<file path="config.mk">
export PLATFORM = sky130hd
export DESIGN_NAME = csi2tx_lb_arbiter
export DESIGN_NICKNAME = d
export VERILOG_FILES = /design/src/rtl/csi2tx_lb_arbiter.sv
export SDC_FILE = /design/constraint.sdc
export NUM_CORES = 1
export LEC_CHECK = 0
export CORE_MARGIN = 2
export CORE_UTILIZATION = 26
export CTS_CLUSTER_DIAMETER = 150
export DETAILED_ROUTE_END_ITERATION = 10
export HOLD_SLACK_MARGIN = 0.1
export PLACE_DENSITY = 0.62
export SLEW_MARGIN = 25
export SYNTH_ARGS = -nofsm -noshare
export SYNTH_HDL_FRONTEND = slang
export SYNTH_SLANG_ARGS = --single-unit
</file>
<file path="constraint.sdc">
create_clock -name clk_ahb -period 2.2 [get_ports clk_ahb]
set_clock_uncertainty 0.05 [all_clocks]
set_input_delay 0.44 -clock clk_ahb [delete_from_list [all_inputs] [get_ports clk_ahb]]
set_output_delay 0.44 -clock clk_ahb [all_outputs]
set_load 0.01 [all_outputs]
</file>
<file path="src/rtl/csi2tx_lb_arbiter.sv">
// Local-bus arbiter: shares the register bank port between the AHB slave side and the
// config sequencer, round-robin on contention, with a per-access timeout watchdog.
module csi2tx_lb_arbiter #(
  parameter int ADDSIZ  = 32,
  parameter int DATSIZ  = 32,
  parameter int TIMEOUT = 64
) (
  input  logic              clk_ahb,
  input  logic              rst_ahb,
  input  logic              lb_cs,
  input  logic              lb_wrout,
  input  logic [3:0]        lb_beout,
  input  logic [ADDSIZ-1:0] lb_aout,
  input  logic [DATSIZ-1:0] lb_dout,
  output logic              lb_rdyh,
  output logic [DATSIZ-1:0] lb_din,
  output logic              ahb_error_flag,
  input  logic              cfg_req,
  input  logic              cfg_wr,
  input  logic [3:0]        cfg_be,
  input  logic [ADDSIZ-1:0] cfg_addr,
  input  logic [DATSIZ-1:0] cfg_wdata,
  output logic              cfg_ack,
  output logic [DATSIZ-1:0] cfg_rdata,
  output logic              cfg_err,
  output logic              rb_cs,
  output logic              rb_wr,
  output logic [3:0]        rb_be,
  output logic [ADDSIZ-1:0] rb_addr,
  output logic [DATSIZ-1:0] rb_wdata,
  input  logic [DATSIZ-1:0] rb_rdata,
  input  logic              rb_ack
);
  typedef enum logic [2:0] {IDLE, AHB_ACC, CFG_ACC, AHB_DONE, AHB_ERR1, AHB_ERR2} state_t;

  state_t            state;
  logic              last_cfg, ahb_pend, rdyh_q;
  logic              h_wr;
  logic [3:0]        h_be;
  logic [ADDSIZ-1:0] h_addr;
  logic [DATSIZ-1:0] h_wdata;
  logic [7:0]        cnt;
  logic              lb_take, ahb_req, cfg_rq, grant_ahb, grant_cfg, tmo;

  // A strobe is only a legal data phase if ready was high the cycle before.
  assign lb_take   = lb_cs & rdyh_q;
  assign ahb_req   = lb_take | ahb_pend;
  assign cfg_rq    = cfg_req & ~cfg_ack;
  assign grant_ahb = (state == IDLE) & ahb_req & (~cfg_rq | last_cfg);
  assign grant_cfg = (state == IDLE) & cfg_rq & ~grant_ahb;
  assign tmo       = (cnt == 8'(TIMEOUT - 1));

  assign lb_rdyh = ((state == IDLE) & ~lb_cs & ~ahb_pend) |
                   (state == AHB_DONE) | (state == AHB_ERR2);
  assign ahb_error_flag = (state == AHB_ERR1) | (state == AHB_ERR2);

  always_ff @(posedge clk_ahb) begin
    if (rst_ahb) begin
      state     <= IDLE;
      last_cfg  <= 1'b1;
      ahb_pend  <= 1'b0;
      rdyh_q    <= 1'b1;
      h_wr      <= 1'b0;
      h_be      <= '0;
      h_addr    <= '0;
      h_wdata   <= '0;
      cnt       <= '0;
      rb_cs     <= 1'b0;
      rb_wr     <= 1'b0;
      rb_be     <= '0;
      rb_addr   <= '0;
      rb_wdata  <= '0;
      lb_din    <= '0;
      cfg_ack   <= 1'b0;
      cfg_err   <= 1'b0;
      cfg_rdata <= '0;
    end else begin
      cfg_ack <= 1'b0;
      rdyh_q  <= lb_rdyh;
      if (lb_take && !grant_ahb) begin
        h_wr     <= lb_wrout;
        h_be     <= lb_beout;
        h_addr   <= lb_aout;
        h_wdata  <= lb_dout;
        ahb_pend <= 1'b1;
      end
      case (state)
        IDLE: begin
          if (grant_ahb) begin
            rb_wr    <= lb_take ? lb_wrout : h_wr;
            rb_be    <= lb_take ? lb_beout : h_be;
            rb_addr  <= lb_take ? lb_aout  : h_addr;
            rb_wdata <= lb_take ? lb_dout  : h_wdata;
            rb_cs    <= 1'b1;
            cnt      <= '0;
            last_cfg <= 1'b0;
            ahb_pend <= 1'b0;
            state    <= AHB_ACC;
          end else if (grant_cfg) begin
            rb_wr    <= cfg_wr;
            rb_be    <= cfg_be;
            rb_addr  <= cfg_addr;
            rb_wdata <= cfg_wdata;
            rb_cs    <= 1'b1;
            cnt      <= '0;
            last_cfg <= 1'b1;
            state    <= CFG_ACC;
          end
        end
        AHB_ACC, CFG_ACC: begin
          cnt <= cnt + 8'd1;
          if (rb_ack) begin
            rb_cs <= 1'b0;
            if (state == AHB_ACC) begin
              if (!rb_wr) lb_din <= rb_rdata;
              state <= AHB_DONE;
            end else begin
              if (!rb_wr) cfg_rdata <= rb_rdata;
              cfg_ack <= 1'b1;
              cfg_err <= 1'b0;
              state   <= IDLE;
            end
          end else if (tmo) begin
            rb_cs <= 1'b0;
            if (state == AHB_ACC) begin
              lb_din <= '0;
              state  <= AHB_ERR1;
            end else begin
              cfg_ack   <= 1'b1;
              cfg_err   <= 1'b1;
              cfg_rdata <= '0;
              state     <= IDLE;
            end
          end
        end
        AHB_DONE: state <= IDLE;
        AHB_ERR1: state <= AHB_ERR2;
        AHB_ERR2: state <= IDLE;
        default:  state <= IDLE;
      endcase
    end
  end
endmodule

</file>
==> results of run 1 <==
## synth_stat cells, types with 3 or more instances
cell type  count  area (sq um)
a32o_1        64         640.6
xnor2_1        5         43.79
nor3_1         4         20.02
dfxtp_1      219          4384
nand2b_1       5         31.28
nand2_1      214         803.3
buf_2         19         95.09
a21oi_1      148         740.7
nand3_1       76         380.4
nor2b_1        4         25.02
nor2_1        14         52.55
a21oi_2        3         26.28
clkbuf_1      69         259.0
o21ai_0        5         25.02
a221o_1       69         690.7
## state kept, by name (all words and copies together), names as in the netlist, 3 cells and up
register / count
h_wdata: 32
cnt: 8
cfg_rdata: 32
state: 3
h_addr: 32
lb_din: 32
rb_be: 4
rb_addr: 32
h_be: 4
rb_wdata: 32
## cell families (layout without fill, tap and decap cells)
| family | after synthesis | in the layout | share of synthesized area |
|---|---|---|---|
| compound gates | 306 | 306 | 0.2653 |
| xor+xnor | 5 | 5 | 0.005126 |
| fa+ha+maj | 1 | 1 | 0.001465 |
| buf+inv | 92 | 390 | 0.04585 |
| flops | 219 | 219 | 0.5133 |
| other cells | 0 | 1 | 0 |
| simple gates | 335 | 335 | 0.1690 |
## cell usage in the layout (no fill, tap or decap), types with 3 or more instances in the layout
master	instances
nor2_1	11
buf_4	15
nor3_1	4
nor2b_1	4
clkbuf_16	25
dfxtp_1	217
o21ai_0	4
buf_12	18
nand2b_1	5
a221o_1	69
nand3_1	76
a32o_1	64
a21oi_1	146
a21oi_2	3
clkdlybuf4s50_1	309
clkinv_2	7
nand2_1	213
clkbuf_1	4
clkbuf_8	8
xnor2_1	5
## final cells by class
cell class,count,area share
sequential,219,0.3326
multi-input combinational,647,0.2908
timing repair buffer,345,0.2726
clock buffer,37,0.05693
tap,442,0.04194
clock inverter,8,0.004934
antenna,1,0.0001898
## path summary, 6_finish.rpt
| kind | to | slack (ps) | from | cells past startpoint |
|---|---|---|---|---|
| worst max register to register | lb_din[27]$_SDFFE_PP0P_ | 160 | cnt[0]$_SDFFE_PP0P_ | 6 |
| worst max-delay path | cfg_ack | 150 | cfg_ack$_SDFF_PP0_ | 1 |
| worst min register to register | h_addr[23]$_SDFFE_PP0P_ | 400 | h_addr[23]$_SDFFE_PP0P_ | 2 |
| worst min-delay path | state[2]$_SDFFE_PP0P_ | 270 | rst_ahb | 3 |
## where the power goes
group / switching, W / total [W] / internal [W]
logic: 0.00269 / 0.00508 / 0.00240
clock network: 0.00167 / 0.00413 / 0.00246
registers: 0.000450 / 0.00523 / 0.00478
total: 0.00481 / 0.0144 / 0.00964
## through the flow
stage / hold WS (ps) / instances
6_report: 267.0 / 1699
5_1_grt: 272.1 / 1698
2_1_floorplan: 386.6 / 958
3_3_place_gp: 391.6 / 1653
3_5_place_dp: 396.9 / 1653
4_1_cts: 245.5 / 1698
## metal layers
layer | part of all wire | vias up | track usage
li1 | - | 4086 | -
met1 | 0.41 | 4023 | 0.1989
met2 | 0.47 | 301 | 0.2806
met3 | 0.096 | 47 | 0.06174
met4 | 0.028 | 2 | 0.04730
met5 | 0.00054 | - | 0
## repair_timing
action | CTS | global route
endpoints found under the setup margin | 2 | 2
buffers inserted | 0 | 0
resized for setup | 3 | 5
==> flow_summary.toml, run 1 <==
[outcome]
status = "completed"

[place]
place_area_sq_um = 12360
hpwl_um = 19510
io_buffers = 312
dp_slack_ps = -178.7
gp_congestion = 0.8066

[floorplanning]
design.core.area_sq_um = 32450
fp-row-count = 66
io_pins = 313
die_h_um = 185.3
dieArea_sq_um = 34320
start_util = 0.2632
die_w_um = 185.3

[sta]
max_slew_margin = 0.4678
rsz0062_at_grt = "no"
setup_slack_ps = 149.8
max_freq_mhz = 487.8
finalSetupTns_ps = 0
tightestPinTransition_ps = 798.3
hold_viol = 0
slew_violations = 0
setup_viol = 0
min_period_over_period = 0.9319
period_needed_ps = 2050

[critical_path]
cp_top_family = "buffers and inverters"
crit_fanout = 5
path_class = "reg -> out"
crit_buf_inv = 1
crit_path_end_kind = "primary output"
slowest_stage = "clkdlybuf4s50_1"
path_cells = "clkdlybuf4s50_1"
cp_data_required_time_ps = 1710
cp.arrival_ps = 1560
cp-start-kind = "register"
worst_path_largest_cell_delay_ps = 620

[cts]
clkTransAtPathRegs_ps = 60
cts_tree = "done"
ctsHtreeMaxLevel = 1
cts_root_buffer = "clkbuf_16"
clock-sinks = 219
cts_max_path_buffers = 3
ctsHoldBuffers = 0
numCtsBuffers = 25
clkLatencyLatePin_ps = 520

[finish]
final_util = 0.4064
nFillCells = 3240
fin_area_sq_um = 13190
multi_input_area_sq_um = 3835
finalNetCount = 1414
seq_area_sq_um = 4387
syn_to_final_growth_pct = 54.39
drive_gt1_frac = 0.07564

[logic_synthesis]
synth_nets = 1134
synth_ff_type = "dfxtp_1"
synth_edf_count = 0
ys_warn_count = 0
ys_seq_area_frac = 0.5133
syn-mean-instance-area_sq_um = 8.916
ys_types = 44
ys_ff_latch = 219
synth_area_sq_um = 8542
async_flop_share = 0
netlist_instances = 958

[global_route]
grt_overflow_total = 0
grt_start_max_net_pins = 67
grt_use_total = 0.1670
antenna_found_initial = 4
grt_pass1_vias = 8498
grt_pass1_wl_um = 46290

[routing]
via_per_inst = 4.979
wl_um = 29850
wl_per_cell_um = 17.57
drtAntennaViolNets = 0
drtPass1Iterations = 5
drtIter0Drc = 467
drc_errors = 0
num_vias = 8459

[pwr]
powerDensity_nw_per_um2 = 1096
ir_drop_mv = 0.5719
total_power_w = 0.01445
p_leak_nw = 4.535

[job]
cap_violations = 0

[worst_hold_path]
hold_class = "in -> reg"
Note: power is estimated with default switching activity, not from simulation.
==> run 2: changes to the inputs <==
- CORE_ASPECT_RATIO: default -> 1.1
==> flow_summary.toml, run 2 (synthesis results as in run 1) <==
[critical_path]
reg2reg_from = "cnt[0]$_SDFFE_PP0P_"
path_class = "reg -> out"
crit_path_end_kind = "primary output"
worst_path_largest_cell_delay_ps = 320
cp_top_family = "flip-flops"
crit_fanout = 2
cp.arrival_ps = 1630
r2r_slack_ps = 210
worstSetupStartpoint = "state[0]$_SDFFE_PP0P_"
slowest_stage = "dfxtp_1"
cp_data_required_time_ps = 1710
path_cells = "nor4_2 > a21oi_1 > o21ai_2 > clkdlybuf4s15_1"
crit_buf_inv = 1
cp-start-kind = "register"

[outcome]
status = "completed"

[worst_hold_path]
min_from = "rst_ahb"
hold_class = "in -> reg"

[place]
place_area_sq_um = 12370
hpwl_um = 19580
dp_slack_ps = -393.8
io_buffers = 312
gp_congestion = 0.7867

[floorplanning]
fp-row-count = 69
io_pins = 313
design.core.area_sq_um = 32370
dieArea_sq_um = 34320
die_h_um = 194.1
die_w_um = 176.8
start_util = 0.2638

[job]
cap_violations = 0

[routing]
drtPass1Iterations = 5
drtIter0Drc = 505
met2_length_um = 14340
wl_met1_um = 12330
met3_length_um = 2714
wl_per_cell_um = 17.68
wl_um = 29740
drtAntennaViolNets = 0
top_layer = "met4"
drc_errors = 0
num_vias = 8472
via_per_inst = 5.037

[cts]
ctsHtreeMaxLevel = 1
numCtsBuffers = 25
clkTransAtPathRegs_ps = 60
cts_setup_buffers = 0
cts_root_buffer = "clkbuf_16"
clkLatencyLatePin_ps = 520
cts_max_path_buffers = 3
ctsHoldBuffers = 0
clock-sinks = 219
cts_tree = "done"

[finish]
drive_gt1_frac = 0.07643
syn_to_final_growth_pct = 54.50
diodes = 0
fin_area_sq_um = 13200
finalNetCount = 1420
nFillCells = 3167
layout_common_cells = "clkdlybuf4s50_1 (309), dfxtp_1 (218), nand2_1 (213), a21oi_1 (146), nand3_1 (76)"
layout_commonest_cell = "clkdlybuf4s50_1"

[global_route]
grt_overflow_total = 0
grt_use_total = 0.1668
grt_pass1_wl_um = 46740
grt_pass1_vias = 8496
grt_start_max_net_pins = 73
antenna_found_initial = 1

[sta]
setup_slack_ps = 75.55
max_freq_mhz = 470.7
slew_violations = 0
period_needed_ps = 2124
setup_viol = 0
timing.hold.ws_ps = 350.2
max_slew_margin = 0.5864
tightestPinTransition_ps = 620.4
min_period_over_period = 0.9657
hold_viol = 0

[pwr]
powerDensity_nw_per_um2 = 1098
ir_drop_mv = 0.6208
p_leak_nw = 4.532
-- run 2: layer usage --
layer,track usage,vias to the layer above
met1,0.2074,4078
met2,0.2831,281
met3,0.05510,27
met5,0,-
li1,-,4086
met4,0.02816,0
-- run 2: layout make-up --
| class | count | area (sq um) | share of cell area |
|---|---|---|---|
| clock buffers | 35 | 743.2 | 0.05631 |
| clock inverters | 4 | 72.57 | 0.005499 |
| multi-input cells | 647 | 3839 | 0.2909 |
| flip-flops and latches | 219 | 4385 | 0.3323 |
| well taps | 426 | 533.0 | 0.04039 |
| repair buffers | 351 | 3625 | 0.2746 |
-- run 2: per-stage QoR --
step	TNS (ps)	power, W	std cells	utilization
after global placement	-13750	0.01042	1643	0.3822
after detailed placement	-16210	0.01045	1643	0.3822
after global routing	-47.12	0.01532	1682	0.4077
final	0	0.01449	1682	0.4077
after floorplan	0	0.007764	958	-
after CTS	0	0.01469	1682	0.4074
-- run 2: what timing repair did --
item                       4_1_cts  5_1_grt
gates resized for setup          4        2
setup endpoints to repair        2        1
cloned                           0        0
-- run 2: power by group --
group	leakage [nW]	total [W]	switching (W)	internal, W
Sequential	1.78	0.00523	0.000450	0.00478
Clock	0.400	0.00416	0.00161	0.00255
Combinational	2.35	0.00510	0.00268	0.00242
-- run 2: path summary, 6_finish.rpt --
check             cells past startpoint                         to
setup / recovery                      4                    lb_rdyh
hold / removal                        3      state[2]$_SDFFE_PP0P_
setup reg to reg                      6  cfg_rdata[5]$_SDFFE_PP0P_
hold reg to reg                       2   h_wdata[18]$_SDFFE_PP0P_
-- run 2: worst register-to-register path: cells and delay by family (launching register included) --
family	cells	cell delay, ps
compound gates	3	830
flops	1	360
fa+ha+maj	1	240
buf+inv	1	200
simple gates	1	190
